<file path="src/rtl/hazard_ctrl.sv">
// Pipeline hazard controller: decides per-stage stall/flush and PC redirect
// from load-use, branch, fetch/data memory waits and traps, and keeps two
// performance counters (stalled cycles, redirect events).
module hazard_ctrl #(
    parameter int unsigned TRAP_FLUSH_CYCLES = 2
) (
    input  logic        clk,
    input  logic        rst,
    input  logic        hdu_load_stall,
    input  logic        ex_branch_take,
    input  logic        if_mem_wait,
    input  logic        mem_mem_wait,
    input  logic        trap_req,
    input  logic        cnt_clear,
    output logic        if_stall,
    output logic        id_stall,
    output logic        ex_stall,
    output logic        mem_stall,
    output logic        if_flush,
    output logic        id_flush,
    output logic        ex_flush,
    output logic        mem_flush,
    output logic [1:0]  pc_redirect_sel,
    output logic        ctrl_busy,
    output logic [31:0] perf_stall_cycles,
    output logic [31:0] perf_flush_events
);

    localparam int unsigned CNT_W   = 32;
    localparam int unsigned DRAIN_W = 3;
    localparam logic [DRAIN_W-1:0] DRAIN_LOAD = DRAIN_W'(TRAP_FLUSH_CYCLES - 1);
    localparam logic [1:0] SEL_NONE = 2'b00;
    localparam logic [1:0] SEL_BR   = 2'b01;
    localparam logic [1:0] SEL_TRAP = 2'b10;

    typedef enum logic [1:0] {
        ST_RUN        = 2'b00,
        ST_BR_WAIT    = 2'b01,
        ST_TRAP_DRAIN = 2'b10
    } state_t;

    state_t             r_state;
    state_t             w_state_nxt;
    logic [DRAIN_W-1:0] r_drain_cnt;
    logic [DRAIN_W-1:0] w_drain_nxt;
    logic [CNT_W-1:0]   r_perf_stall_cycles;
    logic [CNT_W-1:0]   r_perf_flush_events;

    // Stage vectors ordered {if, id, ex, mem}
    logic [3:0]         w_stall;
    logic [3:0]         w_flush;
    logic [1:0]         w_sel;
    logic               w_any_stall;
    logic               w_redirect;

    // State and drain counter register
    always_ff @(posedge clk or posedge rst) begin
        if (rst) begin
            r_state     <= ST_RUN;
            r_drain_cnt <= '0;
        end else begin
            r_state     <= w_state_nxt;
            r_drain_cnt <= w_drain_nxt;
        end
    end

    // Next-state and raw stall/flush/redirect decode
    always_comb begin
        w_state_nxt = r_state;
        w_drain_nxt = r_drain_cnt;
        w_stall     = 4'b0000;
        w_flush     = 4'b0000;
        w_sel       = SEL_NONE;
        case (r_state)
            ST_RUN: begin
                if (mem_mem_wait) begin
                    w_stall = 4'b1111;
                end else if (trap_req) begin
                    w_flush = 4'b1111;
                    w_sel   = SEL_TRAP;
                    if (TRAP_FLUSH_CYCLES > 1) begin
                        w_state_nxt = ST_TRAP_DRAIN;
                        w_drain_nxt = DRAIN_LOAD;
                    end
                end else if (ex_branch_take) begin
                    w_flush = 4'b1100;
                    w_sel   = SEL_BR;
                    if (if_mem_wait) begin
                        w_state_nxt = ST_BR_WAIT;
                    end
                end else if (hdu_load_stall) begin
                    // Hold the load-dependent instruction, bubble into EX
                    w_stall = 4'b1000;
                    w_flush = 4'b0100;
                end
            end
            ST_BR_WAIT: begin
                if (mem_mem_wait) begin
                    w_stall = 4'b1111;
                    w_flush = 4'b1000;
                    if (!if_mem_wait) begin
                        w_state_nxt = ST_RUN;
                    end
                end else if (trap_req) begin
                    // Trap wins over the pending wrong-path fetch
                    w_flush = 4'b1111;
                    w_sel   = SEL_TRAP;
                    if (TRAP_FLUSH_CYCLES > 1) begin
                        w_state_nxt = ST_TRAP_DRAIN;
                        w_drain_nxt = DRAIN_LOAD;
                    end else begin
                        w_state_nxt = ST_RUN;
                    end
                end else begin
                    w_flush = 4'b1000;
                    if (!if_mem_wait) begin
                        w_state_nxt = ST_RUN;
                    end
                end
            end
            ST_TRAP_DRAIN: begin
                w_flush     = 4'b1110;
                w_drain_nxt = r_drain_cnt - DRAIN_W'(1);
                if (r_drain_cnt <= DRAIN_W'(1)) begin
                    w_state_nxt = ST_RUN;
                    w_drain_nxt = '0;
                end
            end
            default: begin
                w_state_nxt = ST_RUN;
                w_drain_nxt = '0;
            end
        endcase
    end

    // Outputs forced quiet while reset is held
    assign if_stall        = w_stall[3] & ~rst;
    assign id_stall        = w_stall[2] & ~rst;
    assign ex_stall        = w_stall[1] & ~rst;
    assign mem_stall       = w_stall[0] & ~rst;
    assign if_flush        = w_flush[3] & ~rst;
    assign id_flush        = w_flush[2] & ~rst;
    assign ex_flush        = w_flush[1] & ~rst;
    assign mem_flush       = w_flush[0] & ~rst;
    assign pc_redirect_sel = rst ? SEL_NONE : w_sel;
    assign ctrl_busy       = (r_state != ST_RUN) & ~rst;

    assign w_any_stall = if_stall | id_stall | ex_stall | mem_stall;
    assign w_redirect  = (pc_redirect_sel != SEL_NONE);

    // Performance counters, wrap naturally, clear beats increment
    always_ff @(posedge clk or posedge rst) begin
        if (rst) begin
            r_perf_stall_cycles <= '0;
            r_perf_flush_events <= '0;
        end else if (cnt_clear) begin
            r_perf_stall_cycles <= '0;
            r_perf_flush_events <= '0;
        end else begin
            if (w_any_stall) begin
                r_perf_stall_cycles <= r_perf_stall_cycles + CNT_W'(1);
            end
            if (w_redirect) begin
                r_perf_flush_events <= r_perf_flush_events + CNT_W'(1);
            end
        end
    end

    assign perf_stall_cycles = r_perf_stall_cycles;
    assign perf_flush_events = r_perf_flush_events;

endmodule

</file>
<file path="config.mk">
export PLATFORM = sky130hd
export DESIGN_NAME = hazard_ctrl
export DESIGN_NICKNAME = d
export VERILOG_FILES = /design/src/rtl/hazard_ctrl.sv
export SDC_FILE = /design/constraint.sdc
export NUM_CORES = 1
export LEC_CHECK = 0
export ABC_AREA = 1
export CORE_AREA = 2 2 107 109
export CTS_BUF_LIST = sky130_fd_sc_hd__clkbuf_2 sky130_fd_sc_hd__clkbuf_4 sky130_fd_sc_hd__clkbuf_8
export DETAILED_ROUTE_END_ITERATION = 8
export DIE_AREA = 0 0 109 111
export GPL_ROUTABILITY_DRIVEN = 0
export GPL_TIMING_DRIVEN = 0
export HOLD_SLACK_MARGIN = 0.05
export PLACE_DENSITY_LB_ADDON = 0.05
export SYNTH_ARGS = -nofsm -noshare
export SYNTH_HDL_FRONTEND = slang
export SYNTH_SLANG_ARGS = --single-unit
</file>
<file path="constraint.sdc">
create_clock -name clk -period 2.2 [get_ports clk]
set_clock_uncertainty 0.1 [all_clocks]
set_input_delay 0.22 -clock clk [delete_from_list [all_inputs] [get_ports clk]]
set_output_delay 0.22 -clock clk [all_outputs]
set_load 0.05 [all_outputs]
</file>
==> results.toml, run 1 <==
[synthesis]
syn_nets = 769
synth_ff_type = "dfrtp_1"
yosys.area_share.simple = 0.450
synth.distinct_cells = 33
synth_edf_count = 0
synth-seq-cells = 69
async_flop_share = 1.00
synthXorXnorAreaFrac = 0.00367
synth_compound_area_frac = 0.0718
synth-seq-area-share = 0.362
synthMuxAreaShare = 0
avgSynthCellArea_um2 = 6.35
ys.warnings.count = 0
synthesis.instances = 752
synth_top_family_by_area = "simple AND/OR/NAND/NOR gates"
synth_area_mm2 = 0.00478
synth_fa_ha_area_frac = 0.0236

[critical_path]
crit_type = "reg -> out"
cp-start-kind = "register"
critPathBufInv = 4
endpoint_kind = "output pin"
crit_fanout = 7
cpLargestDelayFamily = "buffers and inverters"
cpMostUsedCell = "nor2_1"
critical-path-slowest-cell = "dfrtp_2"
path_cells = "inv_2, ha_4, buf_6, inv_4, nor2_1, nor2_1, nor3_2, clkdlybuf4s15_2"
worst-r2r-cell-count = 9
reg2reg_from = "r_state[0]"
slowest_delay_ns = 0.44
rrSetupSlack_ns = 0.18
required_ns = 1.88
crit_arrival_ns = 1.82
worstReg2RegEnd = "perf_stall_cycles[14]"

[cells_and_area]
multi_input_area_mm2 = 0.00266
seq_area_mm2 = 0.00173
antennaDiodeCount = 0
layout-drive-gt1-share = 0.0984
postLayoutCoreUtil = 0.553
fin_area_mm2 = 0.00613
layout.cells.non_filler = 1007
nNetsFinal = 876
syn2layout_area_growth_pct = 28.3
nFillCells = 1133

[clock_tree]
ctsLongestPathBuffers = 2
htree_levels = 3
numCtsBuffers = 9
ctsHoldBuffers = 0
clkSlewWorstSetupHoldPaths_ns = 0.08
clk_latency_ns = 0.35
cts_sinks = 69
cts-root-buf = "clkbuf_8"
cts_tree = "done"

[drt]
wire_per_inst_um = 14.4
antenna_left = 0
dr_total_vias = 5151
drc = 0
first_pass_iters = 4
drt-initial-drc-count = 331
vias_per_cell = 5.12
finalWirelength_mm = 14.5

[timing]
setup_slack_ns = 0.0640
hold_ws_ns = 0.212
worst_slew_pin_slew_ns = 0.723
finalMaxSlewViolations = 0
final-setup-viol-count = 0
min_period_ns = 2.14
final.setup.tns_ns = 0
hold_viol_final = 0
rsz0062_at_grt = "true"
fin_crit_sh = 0.971
fmax_mhz = 468
slew_headroom = 0.518

[global_routing]
grt_pass1_wl_mm = 23.9
grt_overflow = 0
grt_max_degree = 29
grt_usage = 0.253
grt_pass1_vias = 5002
antenna_found_initial = 0

[placement]
place_inst = 979
place_ws_ns = -0.891
placed_area_mm2 = 0.00585
port_buffers = 82
dp_hpwl_mm = 11.1

[floorplan]
die_w_um = 109
io_pins = 83
core_area_mm2 = 0.0111
die_h_um = 111
fp.dieArea_mm2 = 0.0121
num_rows = 39
start_util = 0.431

[outcome]
outcome = "finished clean"

[power_and_ir_drop]
leakagePower_nw = 2.52
peakVddDrop_v = 0.000414
power_mw = 3.52
power_density_mw_per_mm2 = 575

[hold_path]
hp-class = "in -> async"

[flow_run]
max-cap-violations = 0
-- worst min-delay path, stage by stage --
cell           delay (ns)
dlygate4sd2_1        0.42
clkinvlp_4           0.19
buf_12               0.19
-- cell families (layout without fill, tap and decap cells) --
family                     after synthesis  count (layout)
buffers and inverters                  102             214
xor gates and xnor gates                 2               2
DFF                                     69              69
and+or+nand+nor                        505             505
adders and majority gates                9               9
AOI/OAI and AO/OA                       65              65
-- power breakdown --
group	internal, mW	switching (mW)
clock	0.478	0.517
combinational	0.426	0.738
sequential	1.32	0.0473
total	2.22	1.30
-- cells in the mapped netlist, drive strengths merged, types with 2 or more instances --
cell type	instances	area (um^2)
dfrtp	69	1730
nand3b	5	37.5
nor3	10	50.1
nor2	156	613
o21ai	35	179
o22ai	2	12.5
nor3b	3	22.5
nand2	257	980
ha	9	113
xor2	2	17.5
buf	10	82.6
inv	86	323
a21oi	23	115
nand4	25	156
nand3	48	283
o21bai	3	22.5
clkbuf	5	18.8
-- sequential cells by signal, summed over array words and instances (netlist names) --
signal / count
perf_flush_events: 32
perf_stall_cycles: 32
r_drain_cnt: 3
r_state: 2
-- cell type report --
type | instances | area share
Inverter | 87 | 0.0547
Timing Repair inverter | 1 | 0.000817
Tap cell | 143 | 0.0292
Clock buffer | 12 | 0.0259
Timing Repair Buffer | 95 | 0.152
Clock inverter | 4 | 0.00368
Sequential cell | 69 | 0.282
Buffer | 15 | 0.0172
Multi-Input combinational cell | 581 | 0.435
-- per-layer routing --
layer,wire length (um),GRT usage,vias to the layer above
met5,0,0,-
met4,559,0.116,0
met3,722,0.0470,38
met2,7180,0.429,127
met1,6050,0.306,2391
li1,-,-,2595
-- worst max-delay path by stage --
stage	start	end	slack (ns)	depth (start not counted)
after floorplan	rst	ex_flush	-0.1	3
after global placement	rst	pc_redirect_sel[0]	-1.81	5
after detailed placement	rst	ex_flush	-0.89	6
after CTS	r_state[0]	id_flush	0.003	8
after global routing	r_state[0]	if_flush	-0.03	8
final	r_state[0]	if_flush	0.06	8
-- cell usage in the layout (no fill, tap or decap), types with 3 or more instances in the layout --
master / instances
clkdlybuf4s50_1: 70
nand3_1: 39
dfrtp_1: 68
a21oi_1: 23
nor3_2: 3
buf_4: 14
clkbuf_1: 5
nor3_1: 7
nor2_4: 3
nand3_2: 8
inv_2: 6
clkinv_2: 3
o21ai_0: 33
nor2_1: 150
buf_6: 4
nor2_2: 3
nand3b_1: 5
clkdlybuf4s15_2: 3
nand2_2: 3
o21bai_1: 3
inv_1: 77
nand4_1: 25
buf_2: 7
nand2_1: 253
nor3b_1: 3
clkbuf_8: 11
ha_1: 7
-- repair_timing --
action                                 in CTS  in global routing
resized for setup                          52                 10
setup buffers                               6                  5
endpoints found under the hold margin       0                  0
gates cloned                                1                  0
pin swaps                                   1                  5
setup endpoints to repair                  43                 14
Note: power is estimated with default switching activity, not from simulation.
==> run 2: changes to the inputs <==
--- a/config.mk
+++ b/config.mk
@@ -12,5 +12,5 @@
 export DIE_AREA = 0 0 109 111
 export GPL_ROUTABILITY_DRIVEN = 0
-export GPL_TIMING_DRIVEN = 0
+export GPL_TIMING_DRIVEN = 1
 export HOLD_SLACK_MARGIN = 0.05
 export PLACE_DENSITY_LB_ADDON = 0.05
==> constraint.sdc (replaced) <==
create_clock -name clk -period 2.2 [get_ports clk]
set_clock_uncertainty 0.1 [all_clocks]
set_input_delay 0.22 -clock clk [delete_from_list [all_inputs] [get_ports clk]]
set_output_delay 0.22 -clock clk [all_outputs]
set_load 0.005 [all_outputs]
==> run 2 against run 1 <==
- utilization shrank 0.17 points
- total power shrank 5.1%
- via count shrank 2.3%
- critical endpoint is now pc_redirect_sel[0]
==> results.toml, run 2 (synthesis results as in run 1) <==
[timing]
worst_slew_pin_slew_ns = 0.729
finalMaxSlewViolations = 0
final.setup.tns_ns = 0
min_period_ns = 2.13
hold_viol_final = 0
rsz0062_at_grt = "false"
slew_headroom = 0.514
final-setup-viol-count = 0
fin_crit_sh = 0.970
fmax_mhz = 469

[drt]
drc = 0
first_pass_iters = 4
dr_total_vias = 5034
finalWirelength_mm = 13.8
drt-initial-drc-count = 250
vias_per_cell = 5.03
wire_per_inst_um = 13.8
antenna_left = 0

[flow_run]
max-cap-violations = 0

[clock_tree]
clk_latency_ns = 0.35
clkSlewWorstSetupHoldPaths_ns = 0.07
numCtsBuffers = 9
ctsLongestPathBuffers = 2
cts_sinks = 69
cts_tree = "done"
htree_levels = 3
cts-root-buf = "clkbuf_8"
ctsHoldBuffers = 0

[floorplan]
die_w_um = 109
die_h_um = 111
num_rows = 39
fp.dieArea_mm2 = 0.0121
core_area_mm2 = 0.0111
io_pins = 83
start_util = 0.431

[placement]
dp_hpwl_mm = 10.4
placed_area_mm2 = 0.00580
port_buffers = 82
place_inst = 978

[cells_and_area]
nNetsFinal = 872
syn2layout_area_growth_pct = 27.9
nFillCells = 1090
postLayoutCoreUtil = 0.551
layout-drive-gt1-share = 0.0828
layout.cells.non_filler = 1001
antennaDiodeCount = 0
layout_common_cells = "253 x nand2_1, 148 x nor2_1, 77 x inv_1, 73 x clkdlybuf4s50_1, 69 x dfrtp_1"
fin_area_mm2 = 0.00611
final_common_cell = "nand2_1"

[critical_path]
slowest_delay_ns = 0.49
rrSetupSlack_ns = 0.15
worstReg2RegEnd = "perf_flush_events[19]"
crit_fanout = 3
crit_type = "reg -> out"
crit_arrival_ns = 1.81
endpoint_kind = "output pin"
reg2reg_from = "r_state[1]"
cp-start-kind = "register"
worst-r2r-cell-count = 13
required_ns = 1.88
critical-path-slowest-cell = "clkdlybuf4s50_1"
path_cells = "inv_2, ha_4, inv_2, nor2_4, nand3_2, inv_1, clkdlybuf4s50_1"
cpMostUsedCell = "inv_2"

[outcome]
outcome = "finished clean"

[global_routing]
antenna_found_initial = 0
grt_pass1_wl_mm = 23.3
grt_pass1_vias = 4822
grt_max_degree = 55
grt_usage = 0.242
grt_overflow = 0

[hold_path]
min_delay_path_depth = 4
min_from = "trap_req"
hp-class = "in -> reg"
hold_end = "r_state[1]"

[power_and_ir_drop]
power_density_mw_per_mm2 = 547
peakVddDrop_v = 0.000500
leakagePower_nw = 2.56
[run 2: changes by cell type in the layout (fill, tap and decap cells not counted), moves of 3 or more]
cell,before,now
clkdlybuf4s15_2,3,0
clkbuf_1,5,0
nor3_2,3,0
buf_2,7,0
buf_4,14,24
clkdlybuf4s50_1,70,73
dlygate4sd2_1,2,5
dlymetal6s2s_1,0,3
buf_6,4,1
[run 2: worst max-delay path by stage]
stage | startpoint | cells after the start | end | slack (ns)
3_5_place_dp | rst | 8 | perf_flush_events[31] | -0.04
6_report | r_state[1] | 7 | pc_redirect_sel[0] | 0.07
3_3_place_gp | trap_req | 8 | id_flush | 0.01
5_1_grt | r_state[1] | 7 | pc_redirect_sel[0] | 0.004
2_1_floorplan | rst | 7 | perf_flush_events[26] | 0.003
4_1_cts | r_state[0] | 11 | perf_flush_events[30] | -0.02
[run 2: critical path, delay by kind of cell, from the launching register on]
family	cells	cell delay (ns)
adder cells (fa/ha/maj)	1	0.16
buffers and inverters	4	0.74
flip-flops	1	0.39
AND/OR/NAND/NOR	2	0.18
[run 2: cell type report]
cell class	instances	area [um^2]	area share
Multi-Input combinational cell	581	2670	0.437
Sequential cell	69	1730	0.283
Timing Repair Buffer	107	1010	0.166
Inverter	87	330	0.0541
Tap cell	143	179	0.0293
Clock buffer	12	153	0.0250
Clock inverter	2	35.0	0.00574
[run 2: power breakdown]
group          switching (mW)  internal, mW  leakage, nW  total [mW]
logic                   0.549         0.386         1.50       0.935
clock network           0.486         0.567       0.0991        1.05
registers              0.0389          1.31        0.958        1.35
[run 2: routing by layer]
layer	routed length, um	up-vias	share of wire	GRT usage
met2	6620	102	0.48	0.397
met1	6360	2334	0.46	0.320
li1	-	2575	-	-
met3	468	23	0.034	0.0394
met4	350	0	0.025	0.0855
met5	0	-	0	0
[run 2: metrics by stage]
stage               power (mW)  hold slack [ns]  worst slack, ns
CTS                       3.35            0.440          -0.0164
detailed placement        2.21            0.431          -0.0371
floorplan                 1.91            0.193          0.00287
finish                    3.34            0.353           0.0667
global route              3.54            0.399          0.00426
global placement          2.18            0.425           0.0140
[run 2: what timing repair did]
| action | 4_1_cts | 5_1_grt |
|---|---|---|
| endpoints found under the setup margin | 9 | 16 |
| gates resized for setup | 17 | 6 |
| pin swaps | 3 | 2 |
| buffers inserted | 3 | 6 |
==> run 3: changes to the inputs <==
Settings changed: CORE_AREA 2 2 107 109 to 2 2 101 103, DIE_AREA 0 0 109 111 to 0 0 103 105, SLEW_MARGIN set to 20.
==> run 3 against run 2 <==
- total power up 2.3%
- combinational power is 5.0% higher
- clock power hardly changed
- first-iteration DRC count up 9.6%
- count of clock-buffer cells in the layout did not move
- register-to-register slack got worse by 0.04 ns
- global-route usage rose by 2.3 points
- routed wire length decreased by 1.2%
- sequential power about the same
==> results.toml, run 3 (synthesis results as in run 1) <==
[placement]
port_buffers = 82
place_ws_ns = -0.0620
dp_hpwl_mm = 10.2
place_inst = 964

[floorplan]
die_h_um = 105
io_pins = 83
start_util = 0.495
fp.dieArea_mm2 = 0.0108
die_w_um = 103
core_area_mm2 = 0.00964
num_rows = 36

[timing]
slew_headroom = 0.535
finalMaxSlewViolations = 0
min_period_ns = 2.18
hold_viol_final = 0
setup_slack_ns = 0.0179
fin_crit_sh = 0.992
fmax_mhz = 458
rsz0062_at_grt = "true"
worst_slew_pin_slew_ns = 0.697
final-setup-viol-count = 0

[power_and_ir_drop]
power_density_mw_per_mm2 = 562
peakVddDrop_v = 0.000540
leakagePower_nw = 2.54
power_mw = 3.42

[clock_tree]
ctsHoldBuffers = 0
cts_sinks = 69
ctsLongestPathBuffers = 2
cts_tree = "done"
htree_levels = 3
clkSlewWorstSetupHoldPaths_ns = 0.07
cts-root-buf = "clkbuf_8"
numCtsBuffers = 9
clk_latency_ns = 0.36

[critical_path]
worst-r2r-cell-count = 10
crit_type = "reg -> out"
cp.depth = 8
crit_fanout = 6
critical-path-slowest-cell = "dfrtp_1"
cp-start-kind = "register"
crit_arrival_ns = 1.86
slowest_delay_ns = 0.41
critPathBufInv = 4
cpMostUsedCell = "inv_2"
required_ns = 1.88
path_cells = "inv_2, ha_4, buf_4, inv_2, o211ai_1, nor2_1, nor3_1, dlygate4sd2_1"
endpoint_kind = "output pin"
cpLargestDelayFamily = "buffers and inverters"

[cells_and_area]
layout.cells.non_filler = 987
antennaDiodeCount = 0
layout-drive-gt1-share = 0.0773
final_common_cell = "nand2_1"
layout_common_cells = "253 x nand2_1, 149 x nor2_1, 77 x inv_1, 74 x clkdlybuf4s50_1, 69 x dfrtp_1"
syn2layout_area_growth_pct = 27.2
nFillCells = 925
nNetsFinal = 866

[global_routing]
grt_overflow = 0
antenna_found_initial = 0
grt_max_degree = 55
grt_use_met2 = 0.457
busiest_layer = "met2"
met1_usage = 0.333
grt_usage = 0.265
met3_usage = 0.0341
grt_pass1_wl_mm = 22.9
grt_pass1_vias = 4877

[hold_path]
min_delay_path_depth = 4
hp-class = "in -> reg"

[drt]
antenna_left = 0
finalWirelength_mm = 13.6
wire_per_inst_um = 13.8
vias_per_cell = 5.18
dr_total_vias = 5117
drc = 0
drt-initial-drc-count = 274
first_pass_iters = 5

[flow_run]
max-cap-violations = 0

[outcome]
outcome = "finished clean"
[run 3: final cells by class]
type | instances | area, um^2 | share of cell area
Sequential cell | 69 | 1730 | 0.284
Clock buffer | 12 | 153 | 0.0251
Inverter | 87 | 330 | 0.0544
Clock inverter | 4 | 47.5 | 0.00782
Timing Repair Buffer | 101 | 981 | 0.161
Tap cell | 133 | 166 | 0.0274
Multi-Input combinational cell | 581 | 2670 | 0.440
[run 3: per-stage QoR]
stage          cell area [um^2]  hold slack (ns)  TNS (ns)   util
2_1_floorplan              4780            0.193         0      -
3_3_place_gp               5770            0.411         0  0.598
3_5_place_dp               5770            0.423    -0.364  0.598
4_1_cts                    6040            0.407   -0.0287  0.627
5_1_grt                    6080            0.392   -0.0592  0.630
6_report                   6080            0.362         0  0.630
[run 3: worst paths after layout]
path / from / end / slack (ns)
min in group asynchronous: rst / perf_stall_cycles[19] / 0.45
max reg2reg: r_state[0] / perf_flush_events[31] / 0.11
max: r_state[0] / id_flush / 0.02
min: trap_req / r_state[1] / 0.36
min reg2reg: perf_stall_cycles[4] / perf_stall_cycles[4] / 0.43
max in group asynchronous: rst / perf_flush_events[25] / 0.88
[run 3: repair_timing]
item	CTS	global route
pin swaps	3	3
buffers inserted	5	2
setup endpoints to repair	10	7
resized for setup	15	6
[run 3: power breakdown]
group          switching [mW]  leakage [nW]  internal, mW
combinational           0.563          1.48         0.419
clock                   0.504         0.103         0.577
sequential             0.0395         0.958          1.31
total                    1.11          2.54          2.31
[run 3: layer usage]
metal  part of all wire  up-vias
met1               0.43     2377
li1                   -     2567
met5                  0        -
met4              0.024        0
met2               0.51      149
met3              0.042       24
[run 3: tightest hold or removal path, delay by kind of cell]
family | cells | cell delay [ns]
compound gates | 2 | 0.21
buf+inv | 1 | 0.22
simple gates | 1 | 0.12
